[src/rtl/result_byte_reader.sv]
`default_nettype none
// ============================================================================
// Module   : result_byte_reader
// Captures a result word plus carry and shows it one byte at a time, LSB
// first, stepped by a next/unlock handshake. Optional macro AUTO_SCROLL_EN
// adds a timed auto-advance every SCROLL_DIV cycles.
// Revision : 1.0 - initial release
// ============================================================================
module result_byte_reader #(
  parameter int WIDTH      = 32,
  parameter int SCROLL_DIV = 50_000_000
) (
  input  logic                         clk,
  input  logic                         rst,
  input  logic                         load_i,
  input  logic [WIDTH-1:0]             result_i,
  input  logic                         carry_i,
  input  logic                         next_i,
  input  logic                         unlock_i,
  output logic [7:0]                   out_o,
  output logic [$clog2(WIDTH/8)-1:0]   byte_idx_o,
  output logic                         carryled_o,
  output logic                         busy_o,
  output logic                         done_o
);

  localparam int c_NB = WIDTH / 8;
  localparam int c_IW = $clog2(c_NB);
  localparam logic [c_IW-1:0] c_LAST = c_IW'(c_NB - 1);

  localparam logic [1:0] c_S_IDLE   = 2'd0;
  localparam logic [1:0] c_S_SHOW   = 2'd1;
  localparam logic [1:0] c_S_LOCKED = 2'd2;
  localparam logic [1:0] c_S_DONE   = 2'd3;

  logic [1:0]       state_q,  state_d;
  logic [WIDTH-1:0] shadow_q, shadow_d;
  logic             carry_q,  carry_d;
  logic [c_IW-1:0]  idx_q,    idx_d;
  logic             w_manual;
  logic             w_tick;
  logic             w_active;

  assign w_active = (state_q == c_S_SHOW) || (state_q == c_S_LOCKED);
  assign w_manual = (state_q == c_S_SHOW) && next_i;

`ifdef AUTO_SCROLL_EN
  localparam int c_CW = (SCROLL_DIV > 1) ? $clog2(SCROLL_DIV) : 1;
  localparam logic [c_CW-1:0] c_TOP = c_CW'(SCROLL_DIV - 1);

  logic [c_CW-1:0] cnt_q, cnt_d;

  assign w_tick = w_active && (cnt_q == c_TOP);

  always_comb begin
    cnt_d = '0;
    if (!load_i && w_active && !w_manual && !w_tick) begin
      cnt_d = cnt_q + c_CW'(1);
    end
  end

  always_ff @(posedge clk) begin
    if (rst) begin
      cnt_q <= '0;
    end else begin
      cnt_q <= cnt_d;
    end
  end
`else
  assign w_tick = 1'b0;
`endif

  always_comb begin
    state_d  = state_q;
    shadow_d = shadow_q;
    carry_d  = carry_q;
    idx_d    = idx_q;
    if (load_i) begin
      shadow_d = result_i;
      carry_d  = carry_i;
      idx_d    = '0;
      state_d  = c_S_SHOW;
    end else if (w_active) begin
      // unlock re-arms first; a simultaneous next is consumed by LOCKED
      if (state_q == c_S_LOCKED && unlock_i) begin
        state_d = c_S_SHOW;
      end
      if (w_manual || w_tick) begin
        if (idx_q == c_LAST) begin
          state_d = c_S_DONE;
        end else begin
          idx_d = idx_q + c_IW'(1);
          if (w_manual) begin
            state_d = c_S_LOCKED;
          end
        end
      end
    end
  end

  always_ff @(posedge clk) begin
    if (rst) begin
      state_q  <= c_S_IDLE;
      shadow_q <= '0;
      carry_q  <= 1'b0;
      idx_q    <= '0;
    end else begin
      state_q  <= state_d;
      shadow_q <= shadow_d;
      carry_q  <= carry_d;
      idx_q    <= idx_d;
    end
  end

  assign out_o      = shadow_q[{idx_q, 3'b000} +: 8];
  assign byte_idx_o = idx_q;
  assign carryled_o = carry_q;
  assign busy_o     = w_active;
  assign done_o     = (state_q == c_S_DONE);

endmodule
`default_nettype wire

[config.mk]
export PLATFORM = sky130hd
export DESIGN_NAME = result_byte_reader
export DESIGN_NICKNAME = d
export VERILOG_FILES = /design/src/rtl/result_byte_reader.sv
export SDC_FILE = /design/constraint.sdc
export NUM_CORES = 1
export LEC_CHECK = 0
export CORE_ASPECT_RATIO = 1.1
export CORE_UTILIZATION = 43
export CTS_BUF_LIST = sky130_fd_sc_hd__clkbuf_4
export CTS_CLUSTER_DIAMETER = 100
export CTS_CLUSTER_SIZE = 25
export DETAILED_ROUTE_END_ITERATION = 6
export GPL_TIMING_DRIVEN = 0
export PLACE_DENSITY = 0.78
export SYNTH_ARGS = -nofsm -noshare
export SYNTH_HDL_FRONTEND = slang
export SYNTH_SLANG_ARGS = --single-unit
[constraint.sdc]
create_clock -name clk -period 1.45 [get_ports clk]
set_input_delay 0.2175 -clock clk [delete_from_list [all_inputs] [get_ports clk]]
set_output_delay 0.2175 -clock clk [all_outputs]
set_load 0.05 [all_outputs]
# Word-level counts from Yosys, hierarchy flattened
# Cells that the tools add are included.
# word_totals
reg_bits	37
inputBits	38
word_cells	27
# classes
addsub	1
n_eq_ne	4
shift	1
n_mux	5
bitwise_logic	1
n_reduce_logical	10
# op_table
cell	n
32-bit by 6-bit variable part select with 8-bit output	1
2-bit equality test (second input constant)	3
2-bit two-way mux	2
2-bit AND reduction	2
2-bit nonzero test	2
1-bit two-way mux	3
3-bit AND reduction	1
3-bit nonzero test	1
2-bit by 1-bit adder with 2-bit output (second input constant)	1
2-bit by 1-bit equality test with 1-bit output (second input constant)	1
1-bit logical AND	2
2-bit OR reduction	1
1-bit logical OR	1
1-bit inverter	1

# Longest topological paths before layout
# Gate-level depths: netlist of the first run.
# logic_depth
word_depth	6
depth_mapped	5
mapped_depth_nobuf	5

# Worst setup path before layout of the first run
# OpenSTA, ideal clock, no wires.
# synth_timing
kind	flip-flop to output port
startpoint	register idx_q[1], in the netlist byte_idx_o[1]
endpoint	output port out_o[0]
arrival_time_ns	1.526
t_required_ns	1.233
path_slack_ns	-0.294
path_stages_with_launch	3
n_path_buf	1
cell_sequence	dfxtp_1 buf_6 mux4_2
# synth_between
elab_chain_len	1
# synth_rtl
item	line	source
start: declaration	39	logic [c_IW-1:0] idx_q, idx_d;
start signal: assignment	111	idx_q <= idx_d;
32-bit by 6-bit variable part select with 8-bit output	115	assign out_o = shadow_q[{idx_q, 3'b000} +: 8];
end: declaration	20	output logic [7:0] out_o,
# No other way between the ends.

# Worst setup path in the final report of the first run
# layout_timing
startpoint	register idx_q[1], in the netlist byte_idx_o[1]
endpoint	output port out_o[1]
# The elaborated chain is that of the path after synthesis.

==> flow_metrics.env, run 1 <==
export IMPL_grt_max_degree=13
export IMPL_finalNonFillerCells=253
export IMPL_cts_tree="built"
export IMPL_viasPerCell=5.099
export IMPL_clockBufferDepth=2
export IMPL_required_ns=1.23
export IMPL_max_freq_mhz=556.9
export IMPL_fp_dieW_um=60.67
export IMPL_netlist_top_cells_area="dfxtp_1 (46%), mux2i_1 (21%), mux4_2 (11%)"
export IMPL_slew_headroom=0.6399
export IMPL_critPathMaxStageDelay_ns=0.53
export IMPL_coreArea_sq_mm=0.003626
export IMPL_grt_pass1_wl_um=6341
export IMPL_setup_viol=10
export IMPL_r2r_start="state_q[0]"
export IMPL_final_area_sq_mm=0.002390
export IMPL_cp_num_buf_inv=2
export IMPL_ir_worst_vdd_v=0.0008364
export IMPL_gr_total_overflow=0
export IMPL_nets=244
export IMPL_hpwl_um=2794
export IMPL_slew_viol_final=0
export IMPL_worstHoldPathCells=2
export IMPL_r2r_end="byte_idx_o[1]"
export IMPL_setup_ws_ns=-0.3456
export IMPL_drt_iter0_drc=51
export IMPL_area_growth_pct=46.81
export IMPL_antenna_found_initial=0
export IMPL_cts_sinks=37
export IMPL_worstMarginPinSlew_ns=0.5401
export IMPL_drt_first_pass_iters=4
export IMPL_die_y_um=66.53
export IMPL_wirelength_um=4088
export IMPL_synth_top_area_frac=0.4550
export IMPL_post_place_cells=240
export IMPL_yosysUniqueCellTypes=21
export IMPL_clock_latency_ns=0.34
export IMPL_crit_chain="buf_12 -> mux4_2 -> buf_8"
export IMPL_num_antenna_cells=0
export IMPL_rr_worst_depth=5
export IMPL_drive_above_1_share=0.2512
export IMPL_wire_per_inst_um=16.16
export IMPL_io_pins=51
export IMPL_grt_usage=0.2258
export IMPL_ant_nets=0
export IMPL_vias=1290
export IMPL_htreeDepth=2
export IMPL_path_max_fanout=5
export IMPL_syn_area_per_cell_sq_um=11.46
export IMPL_crit_type="reg -> out"
export IMPL_netlist_instances=142
export IMPL_fp_dieArea_sq_mm=0.004036
export IMPL_cts_buffers=5
export IMPL_arrival_ns=1.58
export IMPL_rsz0062_at_grt="yes"
export IMPL_post_synth_top_area_cell="dfxtp_1"
export IMPL_cp_top_family="multiplexers"
export IMPL_violations="negative setup slack"
export IMPL_ys_warn_count=0
export IMPL_cp_slowest_cell="mux4_2"
export IMPL_netlist_area_sq_mm=0.001628
export IMPL_period_minus_slack_ns=1.796
export IMPL_max_cap_viol_count=0
export IMPL_placed_area_sq_mm=0.002178
export IMPL_synth_nets=184
export IMPL_fin_crit_sh=1.238
export IMPL_finalSetupTns_ns=-2.577
export IMPL_pwr_density_cell_mw_per_mm2=1010
export IMPL_ys_seq_elements=37
export IMPL_drc=0
export IMPL_clk_pin_slew_ns=0.11
export IMPL_min_from="load_i"
export IMPL_initial_utilization=0.4489
export IMPL_min_to="byte_idx_o[0]"
export IMPL_finalPower_mw=2.415
export IMPL_cp_end_kind="output pin"
export IMPL_status="complete, but fails checks"
export IMPL_skew_ns=0.0003040
export IMPL_io_buffers=48
export IMPL_cts_hold_buf=0
export IMPL_grt_pass1_vias=1348
export IMPL_hold_class="in -> reg"
export IMPL_seq_area_frac_synth=0.4550
export IMPL_num_rows=23
export IMPL_p_leak_nw=1.037
export IMPL_start_kind="register"
export IMPL_gp_congestion=0.7238
export IMPL_finalHoldViolations=0
export IMPL_r2r_slack_ns=0.10
export IMPL_cts_root_buf="clkbuf_4"
-- worst register-to-register path: stages, from the launching register on --
cell and delay, ns:
dfxtp_4 0.39, inv_2 0.04, ha_4 0.23, and4bb_4 0.33, mux2i_1 0.22, nor3_2 0.05
-- where the power goes --
part | switching, mW | internal, mW
clock network | 0.352 | 0.534
registers | 0.0333 | 1.07
logic | 0.197 | 0.228
-- synthesized netlist by cell type --
| library cell | count |
|---|---|
| dfxtp_1 | 37 |
| mux2i_1 | 34 |
| nor2_1 | 33 |
| mux4_2 | 8 |
| ha_1 | 4 |
| inv_1 | 4 |
| buf_6 | 3 |
| a21oi_1 | 2 |
| buf_2 | 2 |
| buf_8 | 2 |
| nand2_1 | 2 |
| nor3_2 | 2 |
| a211oi_1 | 1 |
| and4bb_4 | 1 |
| buf_1 | 1 |
| buf_4 | 1 |
| clkbuf_1 | 1 |
| nand3_1 | 1 |
| o21ai_0 | 1 |
| o31a_1 | 1 |
| xnor2_1 | 1 |
-- logic make-up (layout without fill, tap and decap cells) --
group	Yosys count	after routing	synth area share
DFF	37	37	0.4550
xor gates and xnor gates	1	1	0.005381
buffers and inverters	14	75	0.06379
AOI/OAI and AO/OA	5	5	0.01922
adders and majority gates	4	4	0.03075
and+or+nand+nor	39	39	0.1061
muxes	42	42	0.3198
-- layer usage --
layer  routed length, um  track usage  up-vias  part of all wire
met2                2131       0.3832       48              0.52
met1                1630       0.2433      620              0.40
met4                 122       0.1250        0             0.030
li1                    -            -      611                 -
met3                 204      0.07184       11             0.050
met5                   0            0        -                 0
-- sequential cells by signal, summed over array words and instances, names as in the netlist --
signal      count
state_q         2
shadow_q       32
carryled_o      1
byte_idx_o      2
-- area by class of cell --
type | count | area, sq um
fill | 305 | 1236
multi-input combinational | 91 | 795.8
sequential | 37 | 753.2
timing repair buffer | 53 | 551.8
buffer | 10 | 106.4
clock inverter | 3 | 65.06
tap | 50 | 62.56
clock buffer | 5 | 37.54
inverter | 4 | 17.52
-- timing repair --
| item | 4_1_cts | 5_1_grt |
|---|---|---|
| gates resized for setup | 85 | 5 |
| cloned | 1 | 0 |
| pin swaps | 0 | 1 |
| buffers inserted | 2 | 2 |
| setup endpoints to repair | 14 | 12 |
-- worst max-delay path by stage --
stage | from | end | slack [ns] | depth (start not counted)
after global routing | byte_idx_o[1] | out_o[1] | -0.40 | 3
after floorplan | byte_idx_o[1] | out_o[0] | -0.03 | 2
after detailed placement | byte_idx_o[1] | out_o[0] | -0.51 | 3
after global placement | byte_idx_o[1] | out_o[0] | -0.50 | 3
after CTS | byte_idx_o[1] | out_o[1] | -0.35 | 3
final | byte_idx_o[1] | out_o[1] | -0.35 | 3
-- metrics by stage --
stage	worst slack [ns]	hold slack [ns]	utilization
CTS	-0.3525	0.1477	0.6556
global route	-0.4050	0.1346	0.6591
global placement	-0.5040	0.4675	0.6008
detailed placement	-0.5078	0.4793	0.6008
finish	-0.3456	0.1568	0.6591
floorplan	-0.02695	0.3644	-
-- cell usage in the layout, fill, tap and decap left out, types with 2 or more instances in the layout --
cell type        Yosys  final
ha_1                 4      3
buf_4                1      6
nor2_1              33     33
dfxtp_4              0      3
clkdlybuf4s50_1      0     35
buf_6                3      7
buf_12               0      2
nor3_2               2      2
mux4_2               8      8
a21oi_1              2      2
bufinv_16            0      2
dfxtp_1             37     33
buf_8                2      5
buf_2                2      3
nand2_1              2      2
inv_1                4      2
mux2i_1             34     34
clkbuf_4             0      5
No activity file was read; power rests on OpenSTA's default activity.
==> run 2, diff against run 1 <==
--- a/config.mk
+++ b/config.mk
@@ -5,14 +5,16 @@
 export SDC_FILE = /design/constraint.sdc
 export NUM_CORES = 1
 export LEC_CHECK = 0
+export CELL_PAD_IN_SITES_DETAIL_PLACEMENT = 1
+export CELL_PAD_IN_SITES_GLOBAL_PLACEMENT = 1
 export CORE_ASPECT_RATIO = 1.1
-export CORE_UTILIZATION = 43
+export CORE_UTILIZATION = 33
 export CTS_BUF_LIST = sky130_fd_sc_hd__clkbuf_4
 export CTS_CLUSTER_DIAMETER = 100
 export CTS_CLUSTER_SIZE = 25
 export DETAILED_ROUTE_END_ITERATION = 6
 export GPL_TIMING_DRIVEN = 0
-export PLACE_DENSITY = 0.78
+export PLACE_DENSITY_LB_ADDON = 0.1
 export SYNTH_ARGS = -nofsm -noshare
 export SYNTH_HDL_FRONTEND = slang
 export SYNTH_SLANG_ARGS = --single-unit
==> flow_metrics.env, run 2 (synthesized netlist as in run 1, its figures left out) <==
export IMPL_status="complete, but fails checks"
export IMPL_violations="negative setup slack"
export IMPL_initial_utilization=0.3475
export IMPL_antenna_found_initial=0
export IMPL_period_minus_slack_ns=1.783
export IMPL_skew_ns=0.01047
export IMPL_worstMarginPinSlew_ns=0.5412
export IMPL_viasPerCell=4.823
export IMPL_largest_reg_flops=32
export IMPL_pwr_share_comb=0.204
export IMPL_drc=0
export IMPL_cts_sinks=37
export IMPL_setup_viol=10
export IMPL_die_y_um=75.66
export IMPL_pwr_share_clk=0.269
export IMPL_area_growth_pct=43.20
export IMPL_cp_end_kind="output pin"
export IMPL_rsz0062_at_grt="yes"
export IMPL_switching_share=0.2720
export IMPL_cts_hold_buf=0
export IMPL_fillCellCount=525
export IMPL_clk_pin_slew_ns=0.12
export IMPL_intPower_mw=1.522
export IMPL_crit_path_start="byte_idx_o[1]"
export IMPL_grt_pass1_wl_um=6486
export IMPL_min_from="load_i"
export IMPL_required_ns=1.23
export IMPL_crit_type="reg -> out"
export IMPL_switchingPower_uw=568.9
export IMPL_placed_area_sq_mm=0.002186
export IMPL_drt_iter0_drc=28
export IMPL_crit_end="out_o[1]"
export IMPL_p_leak_nw=1.010
export IMPL_htreeDepth=2
export IMPL_wirelength_um=4274
export IMPL_hold_class="in -> reg"
export IMPL_wire_per_inst_um=16.44
export IMPL_setup_ws_ns=-0.3327
export IMPL_grt_usage=0.1817
export IMPL_num_antenna_cells=0
export IMPL_max_cap_viol_count=0
export IMPL_ant_nets=0
export IMPL_num_rows=26
export IMPL_io_pins=51
export IMPL_ir_worst_vdd_v=0.0006801
export IMPL_mostFrequentLayoutCells="clkdlybuf4s50_1 (35), mux2i_1 (34), nor2_1 (33), dfxtp_1 (33)"
export IMPL_fp_dieW_um=68.97
export IMPL_coreArea_sq_mm=0.004684
export IMPL_cts_buffers=5
export IMPL_gr_total_overflow=0
export IMPL_final_common_cell="clkdlybuf4s50_1"
export IMPL_fin_crit_sh=1.229
export IMPL_gp_congestion=0.7190
export IMPL_cp_slowest_cell="mux4_2"
export IMPL_hpwl_um=3022
export IMPL_arrival_ns=1.57
export IMPL_top_register="shadow_q"
export IMPL_nets=245
export IMPL_r2r_slack_ns=0.05
export IMPL_start_kind="register"
export IMPL_sequentialPowerShare=0.527
export IMPL_slew_viol_final=0
export IMPL_critPathMaxStageDelay_ns=0.53
export IMPL_grt_max_degree=12
export IMPL_finalNonFillerCells=260
export IMPL_r2r_end="byte_idx_o[1]"
export IMPL_vias=1254
export IMPL_path_max_fanout=7
export IMPL_post_place_cells=246
export IMPL_r2r_start="byte_idx_o[0]"
export IMPL_rr_worst_depth=5
export IMPL_grt_pass1_vias=1275
export IMPL_clock_latency_ns=0.35
export IMPL_pwr_density_cell_mw_per_mm2=897.2
export IMPL_max_freq_mhz=561.0
export IMPL_cts_root_buf="clkbuf_4"
export IMPL_finalHoldViolations=0
export IMPL_drt_first_pass_iters=3
export IMPL_cts_tree="built"
export IMPL_drive_above_1_share=0.2500
export IMPL_clockBufferDepth=2
export IMPL_crit_chain="buf_12 -> mux4_2 -> buf_8"
export IMPL_fp_dieArea_sq_mm=0.005218
export IMPL_final_util=0.4976
export IMPL_slew_headroom=0.6392
export IMPL_io_buffers=48
export IMPL_final_area_sq_mm=0.002331
## run 2: worst min path at each step
stage	to	slack [ns]	depth (start not counted)
6_report	byte_idx_o[0]	0.15	2
5_1_grt	byte_idx_o[0]	0.13	2
4_1_cts	byte_idx_o[0]	0.14	2
3_5_place_dp	shadow_q[18]	0.48	2
3_3_place_gp	shadow_q[8]	0.47	2
2_1_floorplan	shadow_q[10]	0.36	2
## run 2: per-layer routing
metal  routed length, um  part of all wire  vias up  GRT usage
met5                   0                 0        -          0
met4                  26            0.0061        0    0.05442
met3                 196             0.046        4    0.06138
met2                2178              0.51       32     0.3010
met1                1872              0.44      608     0.2219
li1                    -                 -      610          -
## run 2: through the flow
step | setup WS [ns] | TNS (ns) | hold WS, ns | power [mW]
floorplan | -0.02695 | -0.2026 | 0.3644 | 1.348
global placement | -0.5178 | -4.512 | 0.4675 | 1.515
detailed placement | -0.5270 | -4.638 | 0.4789 | 1.529
CTS | -0.3591 | -2.737 | 0.1388 | 2.121
global route | -0.4144 | -3.286 | 0.1251 | 2.223
finish | -0.3327 | -2.484 | 0.1515 | 2.091
## run 2: area by class of cell
| type | instances | area, sq um | area share |
|---|---|---|---|
| Multi-Input combinational cell | 91 | 795.8 | 0.3414 |
| Sequential cell | 37 | 750.7 | 0.3221 |
| Timing Repair Buffer | 54 | 534.3 | 0.2292 |
| Buffer | 10 | 106.4 | 0.04563 |
| Tap cell | 56 | 70.07 | 0.03006 |
| Clock buffer | 7 | 52.55 | 0.02254 |
| Inverter | 4 | 17.52 | 0.007515 |
| Clock inverter | 1 | 3.754 | 0.001610 |
## run 2: timing repair
action / CTS / global route
gates cloned: 0 / 0
resized for setup: 87 / 4
setup endpoints to repair: 14 / 12
buffers inserted: 4 / 2
pin swaps: 0 / 1
## run 2: critical path, delay by kind of cell (launching register included)
| family | cells | cell delay, ns |
|---|---|---|
| multiplexers | 1 | 0.53 |
| flip-flops | 1 | 0.39 |
| buffers and inverters | 2 | 0.29 |
## run 2: power by group through the flow
| stage | sequential (mW) | combinational (mW) | clock, mW |
|---|---|---|---|
| finish | 1.10 | 0.428 | 0.562 |
| detailed placement | 1.12 | 0.405 | 0 |
| CTS | 1.10 | 0.429 | 0.589 |
| floorplan | 1.12 | 0.227 | 0 |
| global placement | 1.12 | 0.394 | 0 |
| global route | 1.11 | 0.455 | 0.658 |
==> run 3, diff against run 2 <==
--- a/config.mk
+++ b/config.mk
@@ -8,6 +8,7 @@
 export CELL_PAD_IN_SITES_DETAIL_PLACEMENT = 1
 export CELL_PAD_IN_SITES_GLOBAL_PLACEMENT = 1
 export CORE_ASPECT_RATIO = 1.1
+export CORE_MARGIN = 2
 export CORE_UTILIZATION = 33
 export CTS_BUF_LIST = sky130_fd_sc_hd__clkbuf_4
 export CTS_CLUSTER_DIAMETER = 100
@@ -15,6 +16,7 @@
 export DETAILED_ROUTE_END_ITERATION = 6
 export GPL_TIMING_DRIVEN = 0
 export PLACE_DENSITY_LB_ADDON = 0.1
+export SLEW_MARGIN = 20
 export SYNTH_ARGS = -nofsm -noshare
 export SYNTH_HDL_FRONTEND = slang
 export SYNTH_SLANG_ARGS = --single-unit
==> flow_metrics.env, run 3 (synthesized netlist as in run 1, its figures left out) <==
export IMPL_status="complete, but fails checks"
export IMPL_violations="negative setup slack"
export IMPL_die_y_um=77.66
export IMPL_crit_path_start="byte_idx_o[1]"
export IMPL_vias=1263
export IMPL_max_freq_mhz=556.1
export IMPL_grt_pass1_wl_um=6817
export IMPL_start_kind="register"
export IMPL_wirelength_um=4302
export IMPL_nets=245
export IMPL_ir_worst_vdd_v=0.0006719
export IMPL_fillCellCount=526
export IMPL_min_to="byte_idx_o[1]"
export IMPL_critPathMaxStageDelay_ns=0.54
export IMPL_pwr_share_comb=0.206
export IMPL_drt_iter0_drc=21
export IMPL_grt_usage=0.1667
export IMPL_ant_nets=0
export IMPL_coreArea_sq_mm=0.004684
export IMPL_gp_congestion=0.7897
export IMPL_antenna_found_initial=0
export IMPL_period_minus_slack_ns=1.798
export IMPL_switchingPower_uw=588.6
export IMPL_htreeDepth=2
export IMPL_sequentialPowerShare=0.532
export IMPL_mostFrequentLayoutCells="clkdlybuf4s50_1 (35), mux2i_1 (34), nor2_1 (33), dfxtp_1 (33), mux4_2 (8)"
export IMPL_slew_headroom=0.6509
export IMPL_crit_type="reg -> out"
export IMPL_fin_crit_sh=1.240
export IMPL_initial_utilization=0.3475
export IMPL_whs_ns=0.1620
export IMPL_cts_tree="built"
export IMPL_grt_max_degree=13
export IMPL_num_antenna_cells=0
export IMPL_cts_hold_buf=0
export IMPL_fp_dieW_um=70.97
export IMPL_cts_buffers=5
export IMPL_viasPerCell=4.858
export IMPL_num_rows=26
export IMPL_rsz0062_at_grt="yes"
export IMPL_r2r_end="byte_idx_o[1]"
export IMPL_top_register="shadow_q"
export IMPL_io_pins=51
export IMPL_grt_pass1_vias=1326
export IMPL_drive_above_1_share=0.2549
export IMPL_hpwl_um=3055
export IMPL_switching_share=0.2844
export IMPL_required_ns=1.23
export IMPL_finalPower_mw=2.070
export IMPL_max_cap_viol_count=0
export IMPL_drt_first_pass_iters=4
export IMPL_r2r_slack_ns=0.07
export IMPL_clk_pin_slew_ns=0.12
export IMPL_cts_sinks=37
export IMPL_intPower_mw=1.481
export IMPL_min_from="load_i"
export IMPL_setup_ws_ns=-0.3481
export IMPL_p_leak_nw=1.007
export IMPL_arrival_ns=1.58
export IMPL_pwr_density_cell_mw_per_mm2=888.0
export IMPL_clock_latency_ns=0.35
export IMPL_finalSetupTns_ns=-2.552
export IMPL_crit_chain="buf_12 -> mux4_2 -> buf_8"
export IMPL_worstHoldPathCells=2
export IMPL_multiInputGateArea_sq_um=795.8
export IMPL_r2r_start="state_q[0]"
export IMPL_path_max_fanout=7
export IMPL_clockBufferDepth=2
export IMPL_cp_end_kind="output pin"
export IMPL_cp_slowest_cell="mux4_2"
export IMPL_cts_root_buf="clkbuf_4"
export IMPL_maxUsedRoutingLayer="met4"
export IMPL_drc=0
export IMPL_setup_viol=9
export IMPL_final_common_cell="clkdlybuf4s50_1"
export IMPL_wire_per_inst_um=16.55
export IMPL_gr_total_overflow=0
export IMPL_io_buffers=48
export IMPL_dr_wl_met3_um=164
export IMPL_fp_dieArea_sq_mm=0.005511
export IMPL_finalHoldViolations=0
export IMPL_pwr_share_clk=0.261
export IMPL_area_growth_pct=43.20
export IMPL_wl_met2_um=2384
export IMPL_skew_ns=0.008304
export IMPL_hold_class="in -> reg"
export IMPL_ff_latch_area_sq_um=750.7
export IMPL_worstMarginPinSlew_ns=0.5236
export IMPL_rr_worst_depth=5
export IMPL_largest_reg_flops=32
export IMPL_slew_viol_final=0
export IMPL_wl_met1_um=1729
==> run 3: cell types whose count changed in the layout (fill, tap and decap cells not counted), sizes merged <==
cell           previous run  this run
clkdlybuf4s15             0         1
clkinv                    1         2
clkbuf                   10         7
clkinvlp                  0         1
==> run 3: final cells by class <==
| type | count | share of cell area |
|---|---|---|
| inverters | 4 | 0.007515 |
| clock inverters | 3 | 0.007515 |
| plain buffers | 10 | 0.04563 |
| clock buffers | 5 | 0.01610 |
| flip-flops and latches | 37 | 0.3221 |
| repair buffers | 54 | 0.2297 |
| well taps | 56 | 0.03006 |
| multi-input cells | 91 | 0.3414 |
==> run 3: repair_timing <==
item | CTS | global route
hold endpoints to repair | 0 | 0
endpoints found under the setup margin | 16 | 13
setup buffers | 2 | 4
pin swaps | 0 | 0
gates resized for setup | 83 | 5
==> run 3: critical path, delay by kind of cell, from the launching register on <==
| kind | cells | cell delay, ns |
|---|---|---|
| multiplexers | 1 | 0.54 |
| flip-flops | 1 | 0.39 |
| buffers and inverters | 2 | 0.30 |
==> run 3: how the worst max path moves through the flow <==
stage	to	cells past startpoint
after global placement	out_o[1]	3
after floorplan	out_o[0]	2
after detailed placement	out_o[4]	3
after global routing	out_o[1]	3
after CTS	out_o[1]	3
final	out_o[1]	3
==> run 3: power groups by stage <==
stage | Clock [mW] | Combinational [mW] | Sequential (mW)
finish | 0.541 | 0.427 | 1.10
global route | 0.621 | 0.459 | 1.11
CTS | 0.571 | 0.426 | 1.10
detailed placement | 0 | 0.407 | 1.12
global placement | 0 | 0.395 | 1.12
floorplan | 0 | 0.227 | 1.12
==> run 3: through the flow <==
stage,instances,utilization,instance area (sq um),worst slack (ns)
6_report,260,0.4976,2331,-0.3481
3_3_place_gp,246,0.4666,2186,-0.5173
5_1_grt,260,0.4976,2331,-0.4109
2_1_floorplan,142,-,1635,-0.02695
3_5_place_dp,246,0.4666,2186,-0.5132
4_1_cts,256,0.4904,2297,-0.3697
==> run 3: routing by layer <==
metal	track usage	vias to the layer above
met5	0	-
met4	0.04528	0
met3	0.05195	2
met2	0.3000	31
met1	0.1883	615
li1	-	615
